$ cat src/rtl/hazard_pkg.sv
// Shared encodings and the per-source hazard resolution helper for the
// pipeline hazard scoreboard.
package hazard_pkg;

  // Operand source selection driven back to the EX operand muxes.
  typedef enum logic [1:0] {
    FWD_RF    = 2'b00,
    FWD_EXMEM = 2'b01,
    FWD_MEMWB = 2'b10,
    FWD_WB    = 2'b11
  } fwd_sel_e;

  // Age of the in-flight writer: counts down as it moves EX -> MEM -> WB.
  localparam logic [1:0] AGE_FREE = 2'd0;
  localparam logic [1:0] AGE_WB   = 2'd1;
  localparam logic [1:0] AGE_MEM  = 2'd2;
  localparam logic [1:0] AGE_EX   = 2'd3;

  typedef struct packed {
    logic     hazard;
    fwd_sel_e fwd;
  } src_res_t;

  // Decide how one source operand obtains its value given the tracked writer.
  function automatic src_res_t resolve_src(input logic used,
                                           input logic [1:0] age,
                                           input logic load,
                                           input bit fwd_en,
                                           input bit wt_rf);
    src_res_t res;
    res.hazard = 1'b0;
    res.fwd    = FWD_RF;
    if (used) begin
      if (fwd_en) begin
        case (age)
          AGE_EX: begin
            if (load) res.hazard = 1'b1;
            else      res.fwd    = FWD_EXMEM;
          end
          AGE_MEM: res.fwd = FWD_MEMWB;
          AGE_WB:  res.fwd = wt_rf ? FWD_RF : FWD_WB;
          default: res.fwd = FWD_RF;
        endcase
      end else begin
        res.hazard = (age >= AGE_MEM) || ((age == AGE_WB) && !wt_rf);
      end
    end
    return res;
  endfunction

endpackage

$ cat src/rtl/hazard_scoreboard_sb_entry.sv
// One scoreboard entry: 2-bit writer age plus load flag for a register.
module sb_entry
  import hazard_pkg::*;
(
  input  logic       clk,
  input  logic       rst,
  input  logic       set,
  input  logic       set_load,
  output logic [1:0] age,
  output logic       load
);

  // A new writer reloads the entry; otherwise the age drains towards free.
  always_ff @(posedge clk) begin
    if (rst) begin
      age  <= AGE_FREE;
      load <= 1'b0;
    end else if (set) begin
      age  <= AGE_EX;
      load <= set_load;
    end else if (age != AGE_FREE) begin
      age <= age - 2'd1;
    end
  end

endmodule

$ cat src/rtl/hazard_scoreboard.sv
// ID-stage hazard scoreboard: tracks in-flight register writers and decides
// stall, issue, flush and operand forwarding for the instruction in ID.
module hazard_scoreboard
  import hazard_pkg::*;
#(
  parameter int NREG     = 16,
  parameter int AW       = $clog2(NREG),
  parameter int FWD_EN   = 1,
  parameter int WT_RF    = 1,
  parameter int ZERO_REG = 1
) (
  input  logic            clk,
  input  logic            rst,
  input  logic            id_valid,
  input  logic [AW-1:0]   id_rs1,
  input  logic [AW-1:0]   id_rs2,
  input  logic            id_rs1_used,
  input  logic            id_rs2_used,
  input  logic [AW-1:0]   id_rd,
  input  logic            id_rd_wen,
  input  logic            id_is_load,
  input  logic            ex_redirect,
  output logic            stall,
  output logic            issue,
  output logic            flush,
  output logic [1:0]      fwd_a,
  output logic [1:0]      fwd_b,
  output logic [NREG-1:0] busy_mask,
  output logic [15:0]     stall_cnt
);

  logic [1:0] age  [NREG];
  logic       load [NREG];
  logic       set  [NREG];

  src_res_t res_a;
  src_res_t res_b;

  genvar g;
  generate
    for (g = 0; g < NREG; g++) begin : g_entry
      // R0 is hardwired when ZERO_REG is set, so its entry is never armed.
      assign set[g] = issue && id_rd_wen && (id_rd == AW'(g)) &&
                      !((ZERO_REG != 0) && (g == 0));

      sb_entry u_entry (
        .clk      (clk),
        .rst      (rst),
        .set      (set[g]),
        .set_load (id_is_load),
        .age      (age[g]),
        .load     (load[g])
      );
    end
  endgenerate

  // Hazard and forwarding decisions use the pre-update entries, so a source
  // that equals the instruction's own rd sees the older writer.
  always_comb begin
    res_a = resolve_src(id_rs1_used, age[id_rs1], load[id_rs1],
                        FWD_EN != 0, WT_RF != 0);
    res_b = resolve_src(id_rs2_used, age[id_rs2], load[id_rs2],
                        FWD_EN != 0, WT_RF != 0);
    stall = 1'b0;
    issue = 1'b0;
    flush = 1'b0;
    fwd_a = FWD_RF;
    fwd_b = FWD_RF;
    if (!rst) begin
      flush = ex_redirect;
      stall = id_valid && !ex_redirect && (res_a.hazard || res_b.hazard);
      issue = id_valid && !ex_redirect && !stall;
      fwd_a = res_a.fwd;
      fwd_b = res_b.fwd;
    end
  end

  // Busy flags mirror any nonzero age.
  always_comb begin
    busy_mask = '0;
    for (int unsigned i = 0; i < NREG; i++) begin
      busy_mask[i] = (age[i] != AGE_FREE);
    end
  end

  // Saturating count of stall cycles.
  always_ff @(posedge clk) begin
    if (rst) begin
      stall_cnt <= '0;
    end else if (stall && (stall_cnt != '1)) begin
      stall_cnt <= stall_cnt + 16'd1;
    end
  end

endmodule
$ cat config.mk
export PLATFORM = sky130hd
export DESIGN_NAME = hazard_scoreboard
export DESIGN_NICKNAME = d
export VERILOG_FILES = /design/src/rtl/hazard_pkg.sv /design/src/rtl/hazard_scoreboard_sb_entry.sv /design/src/rtl/hazard_scoreboard.sv
export SDC_FILE = /design/constraint.sdc
export NUM_CORES = 1
export LEC_CHECK = 0
export BUFFER_PORTS_ARGS = -buffer_cell sky130_fd_sc_hd__buf_2
export CELL_PAD_IN_SITES_DETAIL_PLACEMENT = 1
export CELL_PAD_IN_SITES_GLOBAL_PLACEMENT = 1
export CORE_MARGIN = 2
export CORE_UTILIZATION = 48
export CTS_CLUSTER_SIZE = 14
export DETAILED_ROUTE_END_ITERATION = 12
export PLACE_DENSITY_LB_ADDON = 0.1
export SYNTH_ARGS = -nofsm -noshare
export SYNTH_HDL_FRONTEND = slang
export SYNTH_HIERARCHICAL = 1
export SYNTH_SLANG_ARGS = --single-unit
$ cat constraint.sdc
create_clock -name clk -period 7.5 [get_ports clk]
set_input_delay 0.375 -clock clk [delete_from_list [all_inputs] [get_ports clk]]
set_output_delay 0.375 -clock clk [all_outputs]
set_load 0.01 [all_outputs]
# Yosys cells after proc, flatten, opt, wreduce, memory -nomap -nowiden

Cells that the tools add are included.

Register bits after elaboration: 63
Input port bits: 20
Output and inout bits: 39
Logic and storage cells: 184

Add/sub/neg operators: 17
Magnitude comparators: 2
Equality and inequality tests: 20
Multiplexer cells: 57
Bitwise gates (word level): 2
Reduce and logical (&&, ||, !) cells: 54

Operator list:

| operator                                                           | count |
|---|---|
| 2-bit two-way mux                                                  | 36 |
| 2-bit nonzero test                                                 | 31 |
| 4-bit == test, second input constant                               | 8 |
| 2-bit by 1-bit subtractor with 2-bit output, second input constant | 16 |
| 1-bit logical AND                                                  | 20 |
| 16-bit by 1-bit adder with 16-bit output, second input constant    | 1 |
| 2-bit binary-select mux with 4-bit select                          | 2 |
| 4-bit by 3-bit == test with 1-bit output, second input constant    | 4 |
| 16-bit inequality test, second input constant                      | 1 |
| 1-bit two-way mux                                                  | 13 |
| 5-bit >= comparator, second input constant                         | 2 |
| 4-bit NOT with 5-bit output                                        | 2 |
| 1-bit binary-select mux with 4-bit select                          | 2 |
| 2-bit == test, second input constant                               | 4 |
| 4-bit by 2-bit == test with 1-bit output, second input constant    | 2 |
| 2-bit case mux with 2 select lines                                 | 2 |
| 3-bit two-way mux                                                  | 2 |
| 4-bit by 1-bit == test with 1-bit output, second input constant    | 1 |
| 1-bit logical NOT                                                  | 2 |
| 1-bit logical OR                                                   | 1 |

# Depth between registers and ports, before layout

Depth in word-level cells: 15
Gate-level depth with buffers: 12

# Modules after synthesis

The synthesis kept the hierarchy.

By module, submodules not included:

| module            | times used | cells an instance | area each (µm²) |
|---|---|---|---|
| hazard_scoreboard | 1          | 248               | 2093.3 |
| sb_entry          | 16         | 13                | 130.1 |

# Worst setup path before layout

OpenSTA, ideal clock, no wires.

Path kind: input to register
From: input id_rs1[0]
To: register g_entry[13].u_entry.load
Setup time: 114 ps
Arrival: 2649 ps
Path slack: 4737 ps
Stages: 10
Path buffers: 2
Cell sequence: buf_4 buf_6 mux4_2 a22oi_1 nand3_1 and2_2 or4_4 nor2_1 mux2i_1 nor2_1

RTL lines:

| element              | RTL line                         | RTL |
|---|---|---|
| from (decl)          | hazard_scoreboard.sv:15          | `input logic [AW-1:0] id_rs1,` |
| to (signal assigned) | hazard_scoreboard_sb_entry.sv:20 | `load <= set_load;` |
| to (decl)            | hazard_scoreboard_sb_entry.sv:10 | `output logic load` |

# Worst setup path after layout

From: register stall_cnt[0]
To: register stall_cnt[9]

Word-level cells in the longest chain between the ends: 2

RTL lines:

| element                                                                          | RTL line                | RTL |
|---|---|---|
| from (decl)                                                                      | hazard_scoreboard.sv:29 | `output logic [15:0] stall_cnt` |
| from (signal assigned)                                                           | hazard_scoreboard.sv:91 | `stall_cnt <= stall_cnt + 16'd1;` |
| branches (longest 2 deep; another with 16-bit by 1-bit adder with 16-bit output) | --                      |  |

Parallel ways; which one is timed is not known.
A chain may end at the register's enable or synchronous reset.

==> run summary <==
Status = complete, no violations
Hold path cells = 4
Port Buffers = 58
Final setup viols = 0
Top post-synthesis cells by area = dfxtp_1 31%, mux2i_1 10%, mux4_2 8.6%, nor2_1 7.9%, ha_1 5.1%
Yosys top cell area share = 0.3069
Tmin final = 3.054 ns
Post-CTS setup buffers = 0
First-pass GRT wire length = 17850 µm
#FFs+latches synth = 64
Max Cap Viol = 0
Tightest Pin Transition = 0.8125 ns
Initial Util = 0.4859
Worst path cell trace = ha_1 -> and3_1 -> and3_1 -> a31oi_1 -> nand3_1 -> a211oi_1 -> mux2_2
Largest net degree at the start of global routing = 83
Critical Path Fanout Max = 12
WL final = 10970 µm
Top Metal Used = met4
Most frequent cell on the critical path = and3_1
Slowest CP cell = a31oi_1
Pwr Density = 272.4 mW/mm²
Drt initial violations = 118
WHS = 0.4945 ns
Distinct cells, synth = 43
VDD IR max = 140.4 µV
Row cnt = 34
Levels on crit path = 7
Via-to-Cell Ratio = 5.606
Reg2reg path depth = 7
Bufs and invs on worst path = 0
Top-count cell post-synth = nor2_1
CTS Sinks = 64
Placer Congestion = 0.8312
Gr ovfl total = 0
Area share of fa/ha/maj cells after synthesis = 0.05094
Hold Vio Cnt, Final = 0
Worst Path Required = 7.72 ns
Clock transition at path regs = 0.08 ns
Top_reg_cell synth = dfxtp_1
Worst relative slew slack = 0.4583
Synthesized area = 0.004175 mm²
Number of enable flip-flop cells after synthesis = 0
Drt drc = 0
M1 WL = 4636 µm
Max stage delay on crit path = 0.56 ns
Area leader, netlist = dfxtp_1
# nets final = 553
Sum Neg Setup Slack = 0 ns
Post-Synth XOR/XNOR Area = 0.03356
CTS Hold Bufs = 0
IO Pins = 59
Crit path max-delay family = simple AND/OR/NAND/NOR gates
ANT cells = 0
Skew-Pair Late Insertion Delay = 0.34 ns
CTS buffer count = 9
Met3 routed WL = 335 µm
CORE AREA = 0.008593 mm²
DR WL/cell = 17.44 µm
Worst-case clock buffer depth = 2
Syn Inst Count = 456
Tot GR Track Use = 0.2380
Critical path class = reg -> reg
Complex-gate fraction of the synthesized area = 0.08840
Area growth syn-to-layout = 12.86%
Fin crit share = 0.4072
Post-route ant nets = 0
Avg Cell Area, Syn = 9.156 µm²
Root Driver = clkbuf_8
RSZ-0062 raised after global routing = no
Die Wd = 97.27 µm
Simple-Gate Fraction of Synth Area = 0.2185
Die ar. = 0.009460 mm²
Max H-tree Level = 3
Fmax = 327.4 MHz
Pins over their slew limit = 0
Share of layout cells above drive strength 1 = 0.2361
Placed wire-length estimate = 8235 µm
Die height = 97.27 µm
Largest family of logic cells by synthesized area = multiplexers
Async SR Flop Fraction = 0
TritonCTS clock tree = built
Clock Skews = 0.01208 ns
Number of vias in the routed layout = 3526
Ys Warns = 6
First-pass DRT Iterations = 4
Worst Hold Class = in -> reg
Sequential area share after synthesis = 0.3069
Resized cells post-CTS = 0
CP Capture Type = flop
Commonest cells post-synth = 88 x nor2_1, 64 x dfxtp_1, 42 x mux2i_1
CP arrival = 3.28 ns
Mux cell area share after synthesis = 0.2445
Initial antenna violation count = 0
Leak Pwr = 2.141 nW
Worst Setup Start Kind = flop
Vias in the first global route = 3576
Met2 wire length = 5781 µm
## sequential cells by signal, summed over array words and instances (netlist names)
register / flops
stall_cnt: 16
g_entry.u_entry/age: 32
g_entry.u_entry/load: 16
## routing by layer
metal,up-vias,track usage
met3,18,0.03741
met1,1748,0.2742
li1,1695,-
met2,65,0.4418
met4,0,0.08974
met5,-,0
## worst min-delay path: stages
cell	delay [ns]
buf_2	0.13
nor4_1	0.11
nor2_1	0.13
nor2_1	0.05
## report_power, final
| part | internal, mW | switching (mW) | total [mW] |
|---|---|---|---|
| logic | 0.275 | 0.239 | 0.514 |
| registers | 0.398 | 0.0753 | 0.474 |
| clock network | 0.153 | 0.143 | 0.296 |
| total | 0.826 | 0.457 | 1.28 |
## through the flow
stage | setup WS (ns) | cell area [µm²] | utilization | std cells | total power, mW
floorplan | 4.737 | 4183 | - | 458 | 0.8555
CTS | 4.484 | 4712 | 0.5483 | 629 | 1.300
detailed placement | 4.197 | 4523 | 0.5264 | 613 | 1.000
finish | 4.446 | 4712 | 0.5483 | 629 | 1.284
global route | 4.253 | 4712 | 0.5483 | 629 | 1.380
global placement | 4.212 | 4523 | 0.5264 | 613 | 0.9653
## area by class of cell
type | instances | area, µm²
fillers | 1046 | 3881
multi-input cells | 344 | 2666
flip-flops and latches | 64 | 1281
repair buffers | 59 | 297.8
inverters | 38 | 142.6
well taps | 108 | 135.1
clock buffers | 11 | 131.4
clock inverters | 5 | 57.56
## kinds of logic after synthesis
kind of cell,Yosys count
DFF,64
xor gates and xnor gates,16
AOI/OAI and AO/OA,47
adders and majority gates,17
other,1
muxes,74
buffers and inverters,50
and+or+nand+nor,187
## placed cells by master (no fill, tap or decap), types with 2 or more instances in the layout
cell type	Yosys	final
nor4bb_1	2	2
nor4_1	2	2
mux2i_1	42	42
clkbuf_8	0	9
a22oi_1	5	5
dfxtp_1	64	64
nor2b_1	17	17
mux4_2	16	16
o21ba_1	16	16
mux4_1	4	4
nand3_1	20	20
clkinvlp_4	0	3
o211ai_1	5	5
nor2_1	88	88
o21a_1	2	2
ha_1	17	17
nor3_1	2	2
nand4_1	4	4
a21oi_1	12	12
a211oi_1	2	2
conb_1	1	3
and3_1	4	4
nor3b_1	4	4
nand2_1	15	15
inv_1	38	38
mux2_2	12	12
xnor2_1	16	16
clkbuf_1	3	2
buf_2	4	58
a2111oi_0	2	2
or2_2	17	17
nand2b_1	4	4
and2_0	2	2
## worst paths after layout
check	end	slack, ns	start
worst max-delay path	stall_cnt[9]$_SDFFE_PP0P_	4.45	stall_cnt[0]$_SDFFE_PP0P_
worst min-delay path	g_entry[1].u_entry/age[0]$_SDFFE_PP0P_	0.49	id_rd[2]
worst max register to register	stall_cnt[9]$_SDFFE_PP0P_	4.45	stall_cnt[0]$_SDFFE_PP0P_
worst min register to register	stall_cnt[3]$_SDFFE_PP0P_	0.51	stall_cnt[3]$_SDFFE_PP0P_
Power figures use the tool's default switching activity.
